File: src/rtl/rv_pkg.sv
// Shared definitions for the RISC-V core front end.
// Holds the data width, the canonical NOP encoding, the sequential PC
// step, the fetch-unit state encoding and a PC alignment helper.
package rv_pkg;

   localparam int XLEN = 32;
   localparam logic [XLEN-1:0] NOP_INST = 32'h0000_0013;
   localparam logic [XLEN-1:0] PC_STEP  = 32'd4;

   typedef enum logic {
      ST_RUN,
      ST_DRAIN
   } fetch_state_e;

   // Instructions are word aligned; the low two address bits are forced to zero.
   function automatic logic [XLEN-1:0] align_pc(input logic [XLEN-1:0] addr);
      return addr & ~32'h3;
   endfunction

endpackage

File: src/rtl/inst_fifo.sv
// Synchronous FIFO that buffers fetched {pc, inst} pairs.
// Ports:
//   clk, rst_n      clock and synchronous active-low reset
//   flush           empties the FIFO at the next edge (wins over push/pop)
//   push, push_data write one entry
//   pop             remove the head entry
//   head            current head entry (valid when !empty)
//   count           number of stored entries (0..DEPTH)
//   full, empty     occupancy flags
module inst_fifo #(
   parameter int DEPTH = 4,
   parameter int WIDTH = 64
) (
   input  logic                     clk,
   input  logic                     rst_n,
   input  logic                     flush,
   input  logic                     push,
   input  logic [WIDTH-1:0]         push_data,
   input  logic                     pop,
   output logic [WIDTH-1:0]         head,
   output logic [$clog2(DEPTH):0]   count,
   output logic                     full,
   output logic                     empty
);

   localparam int AW = $clog2(DEPTH);
   localparam int CW = AW + 1;

   logic [WIDTH-1:0] mem [DEPTH];
   logic [AW-1:0]    wr_ptr;
   logic [AW-1:0]    rd_ptr;
   logic             do_push;
   logic             do_pop;

   assign full    = (count == CW'(DEPTH));
   assign empty   = (count == '0);
   assign do_pop  = pop && !empty;
   // A push into a full FIFO is only legal when the head leaves in the same cycle.
   assign do_push = push && (!full || do_pop);
   assign head    = mem[rd_ptr];

   // Pointers wrap naturally because DEPTH is a power of two.
   always_ff @(posedge clk) begin
      if (!rst_n || flush) begin
         wr_ptr <= '0;
         rd_ptr <= '0;
         count  <= '0;
      end else begin
         if (do_push) wr_ptr <= wr_ptr + AW'(1);
         if (do_pop)  rd_ptr <= rd_ptr + AW'(1);
         count <= count + CW'(do_push) - CW'(do_pop);
      end
   end

   always_ff @(posedge clk) begin
      if (do_push && !flush) mem[wr_ptr] <= push_data;
   end

   overflow_check: assert property (@(posedge clk) disable iff (!rst_n)
      !(push && full && !pop && !flush));

endmodule

File: src/rtl/inst_fetch_unit.sv
// Instruction fetch stage: owns the PC, issues req/gnt requests to
// instruction memory, buffers in-order responses and presents {pc, inst}
// to decode. EX-stage redirects flush the buffer and discard responses of
// requests that were already in flight.
// Ports:
//   clk, rst_n                    clock and synchronous active-low reset
//   imem_req/addr/gnt             request channel (handshake = req && gnt)
//   imem_rvalid/rdata             in-order response channel
//   redirect_valid/redirect_pc    control-flow change from EX
//   id_ready                      decode accepts the current output
//   if_valid/if_inst/if_pc        instruction presented to decode
module inst_fetch_unit
   import rv_pkg::*;
#(
   parameter logic [XLEN-1:0] RESET_PC   = 32'h0000_0000,
   parameter int              FIFO_DEPTH = 4
) (
   input  logic            clk,
   input  logic            rst_n,
   output logic            imem_req,
   output logic [XLEN-1:0] imem_addr,
   input  logic            imem_gnt,
   input  logic            imem_rvalid,
   input  logic [XLEN-1:0] imem_rdata,
   input  logic            redirect_valid,
   input  logic [XLEN-1:0] redirect_pc,
   input  logic            id_ready,
   output logic            if_valid,
   output logic [XLEN-1:0] if_inst,
   output logic [XLEN-1:0] if_pc
);

   localparam int CW = $clog2(FIFO_DEPTH) + 1;
   localparam logic [CW:0] DEPTH_LIM = (CW+1)'(FIFO_DEPTH);

   fetch_state_e       state;
   logic               rst_seen;
   logic [XLEN-1:0]    pc;
   logic [XLEN-1:0]    resp_pc;
   logic [CW-1:0]      outstanding;
   logic [CW-1:0]      outstanding_next;
   logic [CW-1:0]      drop_cnt;
   logic [CW-1:0]      fifo_count;
   logic [CW:0]        credits_used;
   logic               handshake;
   logic               draining;
   logic               keep_resp;
   logic               push;
   logic               pop;
   logic               fifo_full;
   logic               fifo_empty;
   logic [2*XLEN-1:0]  head;

   // Every in-flight request must have a guaranteed FIFO slot, so requests
   // are throttled on outstanding + buffered entries.
   assign credits_used     = {1'b0, outstanding} + {1'b0, fifo_count};
   assign imem_req         = rst_seen && !redirect_valid && (credits_used < DEPTH_LIM);
   assign imem_addr        = pc;
   assign handshake        = imem_req && imem_gnt;
   assign outstanding_next = outstanding + CW'(handshake) - CW'(imem_rvalid);

   assign draining  = (state == ST_DRAIN);
   assign keep_resp = imem_rvalid && !draining && !redirect_valid;
   assign pop       = if_valid && id_ready;
   assign push      = keep_resp && (!fifo_full || pop);

   assign if_valid = !fifo_empty;
   assign if_inst  = if_valid ? head[XLEN-1:0]      : NOP_INST;
   assign if_pc    = if_valid ? head[2*XLEN-1:XLEN] : '0;

   // Drop tracking: a redirect snapshots the outstanding count after this
   // cycle's grant/response, so every older response is discarded in order.
   // Back-to-back redirects simply overwrite the snapshot.
   always_ff @(posedge clk) begin
      if (!rst_n) begin
         state    <= ST_RUN;
         drop_cnt <= '0;
      end else if (redirect_valid) begin
         drop_cnt <= outstanding_next;
         state    <= (outstanding_next != '0) ? ST_DRAIN : ST_RUN;
      end else if (draining && imem_rvalid) begin
         drop_cnt <= drop_cnt - CW'(1);
         if (drop_cnt == CW'(1)) state <= ST_RUN;
      end
   end

   // PC and response tag tracking. resp_pc is the address of the next
   // response that will be kept, so it only advances on accepted words.
   // rst_seen delays the first request by one cycle after reset release.
   always_ff @(posedge clk) begin
      rst_seen <= rst_n;
      if (!rst_n) begin
         pc          <= RESET_PC;
         resp_pc     <= RESET_PC;
         outstanding <= '0;
      end else begin
         outstanding <= outstanding_next;
         if (redirect_valid) begin
            pc      <= align_pc(redirect_pc);
            resp_pc <= align_pc(redirect_pc);
         end else begin
            if (handshake) pc      <= pc + PC_STEP;
            if (push)      resp_pc <= resp_pc + PC_STEP;
         end
      end
   end

   inst_fifo #(
      .DEPTH (FIFO_DEPTH),
      .WIDTH (2*XLEN)
   ) u_fifo (
      .clk       (clk),
      .rst_n     (rst_n),
      .flush     (redirect_valid),
      .push      (push),
      .push_data ({resp_pc, imem_rdata}),
      .pop       (pop),
      .head      (head),
      .count     (fifo_count),
      .full      (fifo_full),
      .empty     (fifo_empty)
   );

endmodule
File: config.mk
export PLATFORM = sky130hd
export DESIGN_NAME = inst_fetch_unit
export DESIGN_NICKNAME = d
export VERILOG_FILES = /design/src/rtl/rv_pkg.sv /design/src/rtl/inst_fifo.sv /design/src/rtl/inst_fetch_unit.sv
export SDC_FILE = /design/constraint.sdc
export NUM_CORES = 1
export LEC_CHECK = 0
export ABC_AREA = 0
export CELL_PAD_IN_SITES_DETAIL_PLACEMENT = 0
export CELL_PAD_IN_SITES_GLOBAL_PLACEMENT = 1
export CORE_UTILIZATION = 45
export DETAILED_ROUTE_END_ITERATION = 8
export GPL_TIMING_DRIVEN = 0
export PLACE_DENSITY_LB_ADDON = 0.1
export SYNTH_ARGS = -nofsm -noshare
export SYNTH_HDL_FRONTEND = slang
export SYNTH_SLANG_ARGS = --single-unit
export TNS_END_PERCENT = 1
File: constraint.sdc
create_clock -name clk -period 10.2 [get_ports clk]
set_clock_uncertainty 0.1 [all_clocks]
set_input_delay 2.04 -clock clk [delete_from_list [all_inputs] [get_ports clk]]
set_output_delay 2.04 -clock clk [all_outputs]
set_load 0.02 [all_outputs]
==> run summary <==
The run finished with clean final reports. The number of max-slew violations in the final report came to 0. The power density over the cells is 179 nW/um^2. The number of antenna violations at the first check in global routing came out at 0. The worst setup path is of the primary input to primary output kind.

The final-layout fill cell count is 2410. The xor and xnor fraction of the mapped netlist area is 2.38%. Tracing the worst setup path back leads to its startpoint at redirect_valid. The weighted congestion at the end of routability-driven global placement came out at 0.824.

The number of nets in the layout is 1213. The fmax is 171 MHz. In this design, the critical path's most frequently occurring cell is sky130_fd_sc_hd__buf_4.

For this run, the leading register cell type out of synthesis is sky130_fd_sc_hd__edfxtp_1. The fraction of final layout cells with drive strength greater than 1 is 12.6%. The largest driver fanout on the critical path is 10. The CTS tree is done. The die outline height came out at 176 um. The clock sink count came out at 325. The clock tree root buffer cell is sky130_fd_sc_hd__clkbuf_16. The kind of cell with the highest combined delay on the critical path is buffers and inverters. In the final timing run, aggregate negative setup slack is 0 ns. The combined global-route utilization of all metal layers is 20.4%. The peak per-stage delay on the critical path is 0.66 ns.

By area, the combinational part of the netlist is dominated by simple AND/OR/NAND/NOR gates. The final critical-path required period came out at 5.84 ns. The DRC violation count after routing is 0.

The final critical-path share of the clock period is 57.2%. Summing over every cut layer, the via total after detailed routing is 8427. In this run the most critical hold path is launched from imem_addr[31]$_SDFFE_PN0P_. Max-cap violations in this run came to 0. The number of port buffers came out at 160. The number of levels in the clock H-tree came out at 2. The cell count after synthesis came out at 923. The die is 176 um wide. For the pin with the worst max-slew slack, the measured transition is 0.897 ns. At the worst endpoint, the arrival time is 3.70 ns. The hold buffer count at CTS came out at 0. The number of global-route vias before repair came out at 8648. The number of gates resized after CTS was 0. The Yosys step of the flow raised 0 warnings. For the worst setup path, the data required time is 8.06 ns. Row generation in the floorplan step produced 63 rows.

The post-synthesis share of cell area spent on full adders, half adders and majority gates came out at 1.58%. The placed cell count came out at 1480. Entering global routing, the biggest net connects 38 pins. Summing the areas of all compound-gate instances in the mapped netlist gives 5.88% of the synthesized area.

Traced cell by cell, the critical path runs through buf_4, clkbuf_1, buf_4, nor3_1, clkdlybuf4s50_1. The maximum root-to-sink buffer count is 3. The routed via count divided by cell count is 5.46. The area overhead of the layout relative to synthesis is 23.9%. The maximum vdd drop is 0.0000913 V. The mean instance size in the synthesized netlist is 14.8 um^2.

The share of async-settable or async-resettable flops after synthesis came out at 0%. Counting the buffers created by CTS gives 35. The startpoint of the lowest-slack register-to-register path is u_fifo.count[2]$_SDFF_PP0_.

The slowest library cell on the worst path is sky130_fd_sc_hd__clkdlybuf4s50_1. The number of buffers and inverters on the critical path came out at 4. The kind of path behind the tightest hold check is register to register. The post-route antenna net violation count came out at 0. The synthesized netlist occupies a cell area of 13600 um^2. The sequential area share after synthesis is 66.0%.

The number of search-and-repair iterations in the first detailed-routing pass is 5. The overall overflow remaining after global route came out at 0. Once the floorplan was initialized, standard cells occupied 45.8% of the core.

The footprint of the multi-input gates came out at 4310 um^2. The HPWL after detailed placement is 20.7 mm. The number of diodes came out at 0. The basic-gate share of the synthesized area counting and, or, nand and nor cells is 11.0%. Setup repair after global routing left no endpoint under its margin.

The mux contribution to synthesized area came out at 10.6%. Summed over all layers, the routed wires come to 30.5 mm. The final hold violation count is 0.

The core outline area is 29700 um^2. The clock-pin slew of the registers on the worst-case setup and hold paths came out at 0.06 ns. In this run the tightest slew margin relative to its limit is 40.0%. The worst setup path is launched from a primary input.

Setup violations remaining at the end of the flow were counted as 0. The setup fix buffers added after clock tree synthesis is 0. Pin placement for this block handled 168 I/O pins.

The die covers 31000 um^2. After synthesis, the netlist uses 59 different library cells. STA classifies the critical path endpoint as a primary output. The count of cells in the finished layout, fillers not included, comes to 1542. The number of register bits inferred by synthesis is 325. The reported leakage power is 5.52 nW. The first global-routing pass estimated 48.5 mm of wire.

The later-pin clock latency in the skew report is 0.51 ns. In this run, the number of DRC markers left after iteration 0 of detailed routing was 578. After detailed routing, the average wire length per cell comes to 19.8 um. The count of flip-flops with a built-in enable after synthesis is 248. The register cell area after layout came out at 8990 um^2.
## cell usage after synthesis (all sizes together), types with 2 or more instances
cell type	number	area share [%]
mux2i	3	0.22
mux4	62	10
a22oi	3	0.17
and3b	2	0.13
and4	9	0.58
xnor2	26	1.7
o311ai	3	0.19
edfxtp	248	55
nor2	32	0.90
nor3b	2	0.11
a31oi	7	0.32
dfxtp	77	11
a32oi	4	0.26
o311a	2	0.15
nand2	42	1.2
nand3b	2	0.11
o211ai	2	0.11
a21boi	3	0.17
nand4	23	1.1
buf	24	1.0
o21a	5	0.28
nand3	21	0.77
a211oi	4	0.22
a311oi	7	0.45
or3	8	0.37
ha	14	1.3
o21ai	41	1.5
and3	19	0.87
nor4	10	0.51
o31ai	2	0.11
a21oi	41	1.5
clkbuf	32	0.88
inv	26	0.72
xor2	11	0.71
or4	2	0.11
and2	73	3.4
or2	3	0.14
or4b	2	0.17
fa	2	0.29
o31a	2	0.13
nor3	14	0.51
## placed cells by master, fill, tap and decap left out, types with 11 or more instances in the layout
cell type | synthesis | routed
sky130_fd_sc_hd__a21oi_1 | 41 | 41
sky130_fd_sc_hd__inv_1 | 24 | 24
sky130_fd_sc_hd__xor2_1 | 11 | 11
sky130_fd_sc_hd__and3_1 | 19 | 15
sky130_fd_sc_hd__mux4_2 | 62 | 62
sky130_fd_sc_hd__clkdlybuf4s50_1 | 0 | 160
sky130_fd_sc_hd__o21ai_1 | 14 | 14
sky130_fd_sc_hd__nand2_1 | 42 | 42
sky130_fd_sc_hd__nor2_1 | 31 | 31
sky130_fd_sc_hd__clkbuf_1 | 32 | 42
sky130_fd_sc_hd__nand4_1 | 23 | 23
sky130_fd_sc_hd__o21ai_0 | 27 | 27
sky130_fd_sc_hd__dfxtp_1 | 77 | 77
sky130_fd_sc_hd__and2_1 | 72 | 72
sky130_fd_sc_hd__edfxtp_1 | 248 | 248
sky130_fd_sc_hd__buf_2 | 16 | 16
sky130_fd_sc_hd__clkbuf_16 | 0 | 36
sky130_fd_sc_hd__xnor2_1 | 26 | 26
sky130_fd_sc_hd__ha_1 | 14 | 14
sky130_fd_sc_hd__nand3_1 | 21 | 21
sky130_fd_sc_hd__nor3_1 | 14 | 14
## logic make-up (layout without fill, tap and decap cells)
logic type,Yosys count,in the layout
AO/OA/AOI/OAI,130,130
multiplexers,66,66
AND/OR/NAND/NOR,266,266
other,1,4
flip-flops,325,325
buffers and inverters,82,308
XOR/XNOR,37,37
adder cells (fa/ha/maj),16,16
## report_power, final
part           internal, mW  switching [mW]  leakage, nW  total [mW]
Sequential             1.47          0.0388         2.91        1.51
Clock                 0.674           0.494        0.513        1.17
Combinational         0.169           0.183         2.11       0.352
## final timing paths
check,to,slack (ns),cells past startpoint
setup / recovery,imem_req,4.36,5
setup reg to reg,drop_cnt[2]$_SDFFE_PN0P_,6.59,14
hold reg to reg,imem_addr[31]$_SDFFE_PN0P_,0.43,2
hold / removal,imem_addr[31]$_SDFFE_PN0P_,0.43,2
## metrics by stage
step / total power, mW / utilization (%) / cell area [um^2] / setup slack, ns / hold slack [ns]
after floorplan: 1.73 / - / 13600 / 5.01 / 0.385
after global placement: 1.89 / 52.9 / 15700 / 3.48 / 0.404
after detailed placement: 1.89 / 53.3 / 15800 / 4.34 / 0.410
after CTS: 3.05 / 56.8 / 16900 / 4.32 / 0.431
after global routing: 3.14 / 56.8 / 16900 / 4.28 / 0.457
final: 3.03 / 56.8 / 16900 / 4.36 / 0.426
## routing by layer
layer | vias up | part of all wire [%] | track usage, %
met1 | 4161 | 46 | 29.2
met5 | - | 0 | 0
met3 | 39 | 5.4 | 3.10
li1 | 3959 | - | -
met4 | 0 | 1.3 | 5.11
met2 | 268 | 47 | 32.9
## flip-flops by register name (all words and copies together), names as in the netlist, named ones only
register / cells
imem_addr: 30
u_fifo.wr_ptr: 2
rst_seen: 1
drop_cnt: 3
outstanding: 3
u_fifo.count: 3
u_fifo.mem: 248
resp_pc: 30
draining: 1
u_fifo.rd_ptr: 2
## layout make-up
type / instances / share of cell area, %
repair buffers: 164 / 10.0
clock buffers: 46 / 5.56
well taps: 390 / 2.89
flip-flops and latches: 325 / 53.3
multi-input cells: 519 / 25.5
inverters: 26 / 0.578
plain buffers: 56 / 1.52
clock inverters: 16 / 0.652
## tightest hold or removal path, delay by kind of cell, from the launching register on
kind             cells  cell delay [ns]
AO/OA/AOI/OAI        1             0.07
flip-flops           1             0.36
AND/OR/NAND/NOR      1             0.06
No activity file was read; power rests on OpenSTA's default activity.
